$ cat config.mk
export PLATFORM = sky130hd
export DESIGN_NAME = nds_fb_write_arbiter_flat
export DESIGN_NICKNAME = d
export VERILOG_FILES = /design/src/rtl/nds_capture_pkg.sv /design/src/rtl/nds_fb_write_arbiter_if.sv /design/src/rtl/nds_rr_arb2.sv /design/src/rtl/nds_fb_write_arbiter.sv /design/src/flat_wrapper.sv
export SDC_FILE = /design/constraint.sdc
export NUM_CORES = 1
export LEC_CHECK = 0
export ABC_AREA = 0
export ABC_CLOCK_PERIOD_IN_PS = 1900
export BUFFER_PORTS_ARGS = -buffer_cell sky130_fd_sc_hd__buf_4
export CAP_MARGIN = 25
export CORE_AREA = 2 2 94 96
export DETAILED_ROUTE_END_ITERATION = 6
export DIE_AREA = 0 0 96 98
export PLACE_DENSITY = 0.74
export REMOVE_ABC_BUFFERS = 1
export SLEW_MARGIN = 10
export SYNTH_ARGS = -nofsm -noshare
export SYNTH_HDL_FRONTEND = slang
export SYNTH_SLANG_ARGS = --single-unit
$ cat constraint.sdc
create_clock -name clk -period 1.9 [get_ports clk]
set_clock_uncertainty 0.15 [all_clocks]
set_input_delay 0.285 -clock clk [delete_from_list [all_inputs] [get_ports clk]]
set_output_delay 0.285 -clock clk [all_outputs]
set_load 0.05 [all_outputs]
$ cat src/rtl/nds_capture_pkg.sv
// Shared capture-path definitions: screen geometry, frame-buffer
// region bases and the write-arbiter state encoding.
package nds_capture_pkg;

    localparam int SCREEN_W          = 256;
    localparam int SCREEN_H          = 192;
    localparam int PIXELS_PER_SCREEN = SCREEN_W * SCREEN_H;

    localparam logic [31:0] DEF_TOP_BASE = 32'h0000_0000;
    localparam logic [31:0] DEF_BOT_BASE = 32'h0003_0000;

    typedef enum logic {
        SCR_TOP = 1'b0,
        SCR_BOT = 1'b1
    } screen_e;

    typedef logic [1:0] state_t;

    localparam state_t ST_IDLE  = 2'd0;
    localparam state_t ST_WRITE = 2'd1;
    localparam state_t ST_RESP  = 2'd2;

endpackage

$ cat src/rtl/nds_fb_write_arbiter_if.sv
// AXI4-Lite write-only channel bundle between the frame-buffer
// arbiter (master) and the BRAM controller (slave).
interface nds_fb_write_arbiter_if #(
    parameter int ADDR_W = 32
) ();

    logic [ADDR_W-1:0] S_AXI_AWADDR;
    logic              S_AXI_AWVALID;
    logic              S_AXI_AWREADY;
    logic [31:0]       S_AXI_WDATA;
    logic              S_AXI_WVALID;
    logic              S_AXI_WREADY;
    logic [3:0]        S_AXI_WSTRB;
    logic              S_AXI_BVALID;
    logic [1:0]        S_AXI_BRESP;
    logic              S_AXI_BREADY;

    modport master (
        output S_AXI_AWADDR, S_AXI_AWVALID, S_AXI_WDATA,
        output S_AXI_WVALID, S_AXI_WSTRB, S_AXI_BREADY,
        input  S_AXI_AWREADY, S_AXI_WREADY, S_AXI_BVALID,
        input  S_AXI_BRESP
    );

    modport slave (
        input  S_AXI_AWADDR, S_AXI_AWVALID, S_AXI_WDATA,
        input  S_AXI_WVALID, S_AXI_WSTRB, S_AXI_BREADY,
        output S_AXI_AWREADY, S_AXI_WREADY, S_AXI_BVALID,
        output S_AXI_BRESP
    );

endinterface

$ cat src/rtl/nds_rr_arb2.sv
// Two-way round-robin grant; on contention the requester that did
// not win last time is chosen.
module nds_rr_arb2
    import nds_capture_pkg::*;
(
    input  logic       clk,
    input  logic       reset_n,
    input  logic [1:0] req_valid,
    input  logic       take,
    output logic       any,
    output screen_e    grant
);

    logic last_grant_q;
    logic last_grant_d;

    assign any = |req_valid;

    always_comb begin
        grant = SCR_TOP;
        unique case (req_valid)
            2'b01:   grant = SCR_TOP;
            2'b10:   grant = SCR_BOT;
            2'b11:   grant = screen_e'(~last_grant_q);
            default: grant = SCR_TOP;
        endcase
        last_grant_d = last_grant_q;
        if (take && any)
            last_grant_d = grant;
    end

    // Reset to bottom so the top screen wins the first contention.
    always_ff @(posedge clk or negedge reset_n) begin
        if (!reset_n)
            last_grant_q <= 1'b1;
        else
            last_grant_q <= last_grant_d;
    end

endmodule

$ cat src/rtl/nds_fb_write_arbiter.sv
// Round-robin arbiter sharing one AXI4-Lite write port between the
// top and bottom screen pixel writers, one AW/W/B burst per pixel.
module nds_fb_write_arbiter
    import nds_capture_pkg::*;
#(
    parameter int          ADDR_W            = 32,
    parameter int          IDX_W             = 16,
    parameter int          PIXELS_PER_SCREEN = nds_capture_pkg::PIXELS_PER_SCREEN,
    parameter logic [31:0] TOP_BASE          = nds_capture_pkg::DEF_TOP_BASE,
    parameter logic [31:0] BOT_BASE          = nds_capture_pkg::DEF_BOT_BASE
) (
    input  logic                   clk,
    input  logic                   reset_n,
    input  logic [1:0]             req_valid,
    output logic [1:0]             req_ready,
    input  logic [IDX_W-1:0]       req_idx_top,
    input  logic [IDX_W-1:0]       req_idx_bot,
    input  logic [31:0]            req_data_top,
    input  logic [31:0]            req_data_bot,
    nds_fb_write_arbiter_if.master axi,
    output logic                   busy,
    output logic                   slv_err,
    output logic [7:0]             drop_count
);

    state_t            state_q, state_d;
    logic [ADDR_W-1:0] awaddr_q, awaddr_d;
    logic [31:0]       wdata_q, wdata_d;
    logic              awvalid_q, awvalid_d;
    logic              wvalid_q, wvalid_d;
    logic              slv_err_q, slv_err_d;
    logic [7:0]        drop_q, drop_d;

    logic              idle;
    logic              any;
    screen_e           grant;
    logic [IDX_W-1:0]  sel_idx;
    logic [31:0]       sel_data;
    logic [ADDR_W-1:0] sel_base;
    logic              in_range;

    assign idle = (state_q == ST_IDLE);

    nds_rr_arb2 u_arb (
        .clk       (clk),
        .reset_n   (reset_n),
        .req_valid (req_valid),
        .take      (idle),
        .any       (any),
        .grant     (grant)
    );

    assign sel_idx  = (grant == SCR_BOT) ? req_idx_bot : req_idx_top;
    assign sel_data = (grant == SCR_BOT) ? req_data_bot : req_data_top;
    assign sel_base = (grant == SCR_BOT) ? ADDR_W'(BOT_BASE)
                                         : ADDR_W'(TOP_BASE);
    assign in_range = ADDR_W'(sel_idx) < ADDR_W'(PIXELS_PER_SCREEN);

    assign req_ready = !(idle && any) ? 2'b00
                     : (grant == SCR_BOT) ? 2'b10 : 2'b01;

    always_comb begin
        state_d   = state_q;
        awaddr_d  = awaddr_q;
        wdata_d   = wdata_q;
        awvalid_d = awvalid_q;
        wvalid_d  = wvalid_q;
        slv_err_d = slv_err_q;
        drop_d    = drop_q;
        unique case (state_q)
            ST_IDLE: begin
                if (any) begin
                    if (!in_range) begin
                        if (drop_q != 8'hFF)
                            drop_d = drop_q + 8'd1;
                    end else begin
                        awaddr_d  = sel_base + (ADDR_W'(sel_idx) << 2);
                        wdata_d   = sel_data;
                        awvalid_d = 1'b1;
                        wvalid_d  = 1'b1;
                        state_d   = ST_WRITE;
                    end
                end
            end
            ST_WRITE: begin
                // AW and W complete independently, in any order.
                if (awvalid_q && axi.S_AXI_AWREADY)
                    awvalid_d = 1'b0;
                if (wvalid_q && axi.S_AXI_WREADY)
                    wvalid_d = 1'b0;
                if (!awvalid_d && !wvalid_d)
                    state_d = ST_RESP;
            end
            ST_RESP: begin
                if (axi.S_AXI_BVALID) begin
                    state_d = ST_IDLE;
                    if (axi.S_AXI_BRESP != 2'b00)
                        slv_err_d = 1'b1;
                end
            end
            default: state_d = ST_IDLE;
        endcase
    end

    always_ff @(posedge clk or negedge reset_n) begin
        if (!reset_n) begin
            state_q   <= ST_IDLE;
            awaddr_q  <= '0;
            wdata_q   <= '0;
            awvalid_q <= 1'b0;
            wvalid_q  <= 1'b0;
            slv_err_q <= 1'b0;
            drop_q    <= 8'd0;
        end else begin
            state_q   <= state_d;
            awaddr_q  <= awaddr_d;
            wdata_q   <= wdata_d;
            awvalid_q <= awvalid_d;
            wvalid_q  <= wvalid_d;
            slv_err_q <= slv_err_d;
            drop_q    <= drop_d;
        end
    end

    assign axi.S_AXI_AWADDR  = awaddr_q;
    assign axi.S_AXI_AWVALID = awvalid_q;
    assign axi.S_AXI_WDATA   = wdata_q;
    assign axi.S_AXI_WVALID  = wvalid_q;
    assign axi.S_AXI_WSTRB   = 4'b1111;
    assign axi.S_AXI_BREADY  = (state_q == ST_RESP);

    assign busy       = !idle;
    assign slv_err    = slv_err_q;
    assign drop_count = drop_q;

endmodule

$ cat src/flat_wrapper.sv
// flat-port wrapper written by rule: the top's interface ports become plain ports
module nds_fb_write_arbiter_flat import nds_capture_pkg::*;
#(
    parameter int          ADDR_W            = 32,
    parameter int          IDX_W             = 16,
    parameter int          PIXELS_PER_SCREEN = nds_capture_pkg::PIXELS_PER_SCREEN,
    parameter logic [31:0] TOP_BASE          = nds_capture_pkg::DEF_TOP_BASE,
    parameter logic [31:0] BOT_BASE          = nds_capture_pkg::DEF_BOT_BASE
)
  (clk, reset_n, req_valid, req_ready, req_idx_top, req_idx_bot, req_data_top, req_data_bot, busy, slv_err, drop_count, axi_S_AXI_AWADDR, axi_S_AXI_AWVALID, axi_S_AXI_WDATA, axi_S_AXI_WVALID, axi_S_AXI_WSTRB, axi_S_AXI_BREADY, axi_S_AXI_AWREADY, axi_S_AXI_WREADY, axi_S_AXI_BVALID, axi_S_AXI_BRESP);
  nds_fb_write_arbiter_if #(.ADDR_W(ADDR_W)) axi_i ();
  input  logic clk;
  input  logic reset_n;
  input  logic [1:0] req_valid;
  output logic [1:0] req_ready;
  input  logic [IDX_W-1:0] req_idx_top;
  input  logic [IDX_W-1:0] req_idx_bot;
  input  logic [31:0] req_data_top;
  input  logic [31:0] req_data_bot;
  output logic busy;
  output logic slv_err;
  output logic [7:0] drop_count;
  output wire logic [$bits(axi_i.S_AXI_AWADDR)-1:0] axi_S_AXI_AWADDR;
  output wire logic [$bits(axi_i.S_AXI_AWVALID)-1:0] axi_S_AXI_AWVALID;
  output wire logic [$bits(axi_i.S_AXI_WDATA)-1:0] axi_S_AXI_WDATA;
  output wire logic [$bits(axi_i.S_AXI_WVALID)-1:0] axi_S_AXI_WVALID;
  output wire logic [$bits(axi_i.S_AXI_WSTRB)-1:0] axi_S_AXI_WSTRB;
  output wire logic [$bits(axi_i.S_AXI_BREADY)-1:0] axi_S_AXI_BREADY;
  input wire logic [$bits(axi_i.S_AXI_AWREADY)-1:0] axi_S_AXI_AWREADY;
  input wire logic [$bits(axi_i.S_AXI_WREADY)-1:0] axi_S_AXI_WREADY;
  input wire logic [$bits(axi_i.S_AXI_BVALID)-1:0] axi_S_AXI_BVALID;
  input wire logic [$bits(axi_i.S_AXI_BRESP)-1:0] axi_S_AXI_BRESP;
  assign axi_S_AXI_AWADDR = axi_i.S_AXI_AWADDR;
  assign axi_S_AXI_AWVALID = axi_i.S_AXI_AWVALID;
  assign axi_S_AXI_WDATA = axi_i.S_AXI_WDATA;
  assign axi_S_AXI_WVALID = axi_i.S_AXI_WVALID;
  assign axi_S_AXI_WSTRB = axi_i.S_AXI_WSTRB;
  assign axi_S_AXI_BREADY = axi_i.S_AXI_BREADY;
  assign axi_i.S_AXI_AWREADY = axi_S_AXI_AWREADY;
  assign axi_i.S_AXI_WREADY = axi_S_AXI_WREADY;
  assign axi_i.S_AXI_BVALID = axi_S_AXI_BVALID;
  assign axi_i.S_AXI_BRESP = axi_S_AXI_BRESP;
  nds_fb_write_arbiter #(.ADDR_W(ADDR_W), .IDX_W(IDX_W), .PIXELS_PER_SCREEN(PIXELS_PER_SCREEN), .TOP_BASE(TOP_BASE), .BOT_BASE(BOT_BASE)) u_core (.clk(clk), .reset_n(reset_n), .req_valid(req_valid), .req_ready(req_ready), .req_idx_top(req_idx_top), .req_idx_bot(req_idx_bot), .req_data_top(req_data_top), .req_data_bot(req_data_bot), .axi(axi_i), .busy(busy), .slv_err(slv_err), .drop_count(drop_count));
endmodule
==> results.md <==
* Starting Density at 0.373
* Layout cells sized above 1 at 0.441
* CP startpoint kind: register
* Detailed router's first-iteration violation count at between 90 and 100
* Die width at 96 um
* Area of the multi-input gates at approximately 1500 sq um
* Synth warnings at 0
* Final slew viol count at 0
* Syn Std Cell Area at 3160 sq um
* Tmin final at 1.87 ns
* Setup violators final at 0
* Worst hold path type: input pin to register
* Core Footprint at 8470 sq um
* Placer Congestion at 0.736
* Total GRT Usage at 0.192
* Pin count of the biggest net entering global routing at 37
* Total power at 8900 uW
* Critical path's slowest cell: dfstp_2
* # diodes at 0
* Final worst-path cycle share at 0.986
* P_leak at 0.00244 uW
* Endpoint type of the worst setup path: register
* Reg2reg setup slack at 0.03 ns
* Fillers at 768
* TritonRoute pass-1 iters at 4
* Mapped Cells at 311
* Vias at a little under 3000
* First-pass GRT wire length at 14100 um
* Critical path required time at 1.96 ns
* Dpl cells at 579
* PwrDens at 1810 nW/um^2
* Layout Cells excl Fill at 602
* Unique masters post-synth at 32
* DPL Wire Length at about 6700 um
* Placed instance area at about 4600 sq um
* Post-synthesis sequential area ratio at 0.499
* Hold_ws at 0.0761 ns
* Placement Rows at 34
* R2r endpoint: u_core.axi.S_AXI_AWADDR[17]
* Antenna violations before repair at 0
* Yosys reg bits at 63
* RSZ-0062 raised after global routing: no
* Grt total ovfl at 0
* Clk root buf: clkbuf_8
* Reg2reg path depth at 6
* Antenna-violating nets left at 0
* Vias per inst at 4.92
* CTS tree: yes
* Io pins at 188
* Remaining DRCs at 0
* CP Cell Sequence: a21boi_4 > buf_4 > buf_6 > and2_4 > ha_1 > mux2_2
* CTS clk-pin slew, worst paths at 0.07 ns
* Worst-path maximum fanout at 6
* Die height at slightly below 100 um
* Die area at around 9400 sq um
* Critical Path Max Stage Delay at 0.56 ns
* Clock Path Buffers at 2
* Finished Cell Area at 4910 sq um
* Wire per inst at 14.7 um
* VDD IR max at 1.16 mV
* Reg2Reg Launch Point: u_core.u_arb.last_grant_q
* PortBufs at 168
* Final Hold Viols at 0
* Outcome: complete, no violations
* Avg Inst Size Synth at between 10 and 15 sq um
* P&R area growth vs syn at 55.3%
* Later-pin clock latency in the skew report at 0.32 ns
* DRT Wirelength at 8850 um
* Vias in the first global route at 3014
* Num CTS Buffers at 9
* Worst Setup Path Type: register to register
* Worst setup path endpoint: u_core.axi.S_AXI_AWADDR[17]
* CP startpoint: u_core.u_arb.last_grant_q
* Htree depth at 3
* FMAX at 534 MHz
* Nets at roughly 600
* CP arrival at 1.94 ns
* Total clock sinks at between 60 and 70
* Register area at 1580 sq um
* Max cap viols at 0
report_power, final:
part / internal [uW] / total [uW] / leakage, uW / switching, uW
logic: 1810 / 5430 / 0.00156 / 3630
registers: 1970 / 2340 / 0.000776 / 374
clock network: 637 / 1130 / 0.000100 / 493
cell usage after synthesis:
| cell type | instances | area [sq um] |
|---|---|---|
| o211ai_1 | 1 | 7.51 |
| mux2_1 | 1 | 11.3 |
| and2_1 | 2 | 12.5 |
| nand4_1 | 2 | 12.5 |
| buf_4 | 21 | 158 |
| clkbuf_1 | 11 | 41.3 |
| nor2b_1 | 2 | 12.5 |
| buf_2 | 10 | 50.1 |
| nand3_1 | 3 | 15.0 |
| nand4b_1 | 1 | 8.76 |
| conb_1 | 2 | 7.51 |
| mux2i_1 | 47 | 470 |
| nand2_1 | 12 | 45.0 |
| mux2_2 | 1 | 11.3 |
| ha_1 | 2 | 25.0 |
| o21ai_0 | 44 | 220 |
| o22ai_1 | 1 | 6.26 |
| a21boi_1 | 1 | 7.51 |
| xnor2_1 | 7 | 61.3 |
| a21o_1 | 1 | 7.51 |
| nor2_1 | 7 | 26.3 |
| nand2b_1 | 3 | 18.8 |
| o31ai_1 | 1 | 7.51 |
| or2_0 | 1 | 6.26 |
| a211oi_2 | 1 | 12.5 |
| and3_1 | 3 | 18.8 |
| dfrtp_1 | 62 | 1550 |
| dfstp_2 | 1 | 26.3 |
| inv_1 | 3 | 11.3 |
| a21oi_1 | 3 | 15.0 |
| and4_1 | 1 | 8.76 |
| o21ai_1 | 53 | 265 |
per-stage QoR:
step                setup WS, ns  utilization  TNS [ns]
finish                    0.0262        0.580         0
global route             0.00185        0.580         0
CTS                      0.00813        0.574         0
detailed placement        0.0507        0.538         0
global placement          0.0978        0.538         0
floorplan                  -5.86            -   -348.13
placed cells by master (no fill, tap or decap), types with 3 or more instances in the layout:
master and instances:
nand2b_1 3, buf_12 4, xnor2_1 7, nand2_1 12, clkbuf_8 10, nand3_1 3, o21ai_0 44, dfrtp_1 62
inv_1 3, nor2_1 4, conb_1 19, buf_6 3, nor2_4 3, buf_4 182, mux2i_1 46, and3_1 3
clkinv_2 3, o21ai_1 52
worst max-delay path, delay by kind of cell, from the launching register on:
kind,cells,cell delay [ns]
AO/OA/AOI/OAI,1,0.09
adder cells (fa/ha/maj),1,0.26
buffers and inverters,2,0.28
flip-flops,1,0.56
multiplexers,1,0.26
AND/OR/NAND/NOR,1,0.16
layer usage:
metal / vias up / GRT usage / wire [um]
met1: 1421 / 0.240 / 3590
li1: 1414 / - / -
met4: 0 / 0.0582 / 112
met5: - / 0 / 0
met2: 115 / 0.326 / 4580
met3: 12 / 0.0463 / 568
cells by family after synthesis:
group                      after synthesis  synth area share
AOI/OAI and AO/OA                      106             0.174
xor gates and xnor gates                 7            0.0194
adders and majority gates                2           0.00792
buffers and inverters                   45            0.0824
DFF                                     63             0.499
muxes                                   49             0.156
other                                    2           0.00238
and+or+nand+nor                         37            0.0586
sequential cells by signal (all words and copies together) (netlist names):
name,count
u_core.axi.S_AXI_WDATA,32
u_core.axi.S_AXI_AWADDR,17
u_core.drop_count,8
u_core.state_q,2
u_core.axi.S_AXI_AWVALID,1
u_core.axi.S_AXI_WVALID,1
u_core.slv_err,1
u_core.u_arb.last_grant_q,1
how the worst min path moves through the flow:
stage | start | slack (ns) | cells after the start | endpoint
CTS | axi_S_AXI_BRESP[0] | 0.06 | 3 | u_core.slv_err
floorplan | reset_n | -0.16 | 0 | u_core.axi.S_AXI_AWADDR[10]
finish | axi_S_AXI_AWREADY | 0.08 | 4 | u_core.axi.S_AXI_AWVALID
global route | req_idx_top[10] | 0.07 | 3 | u_core.axi.S_AXI_AWADDR[12]
detailed placement | reset_n | 0.08 | 1 | u_core.state_q[1]
global placement | reset_n | 0.08 | 1 | u_core.state_q[0]
final cells by class:
cell class                 count  area share
inverter                       3     0.00230
multi-input combinational    220       0.296
sequential                    63       0.322
clock inverter                 4     0.00918
clock buffer                  12      0.0296
tap                          108      0.0275
timing repair buffer         192       0.313
what timing repair did:
action | in CTS | in global routing
endpoints found under the setup margin | 2 | 8
gates cloned | 1 | 0
resized for setup | 10 | 11
hold endpoints to repair | 26 | 0
pin swaps | 1 | 2
buffers inserted | 4 | 1
hold buffers | 1 | 0
No activity file was read; power rests on OpenSTA's default activity.
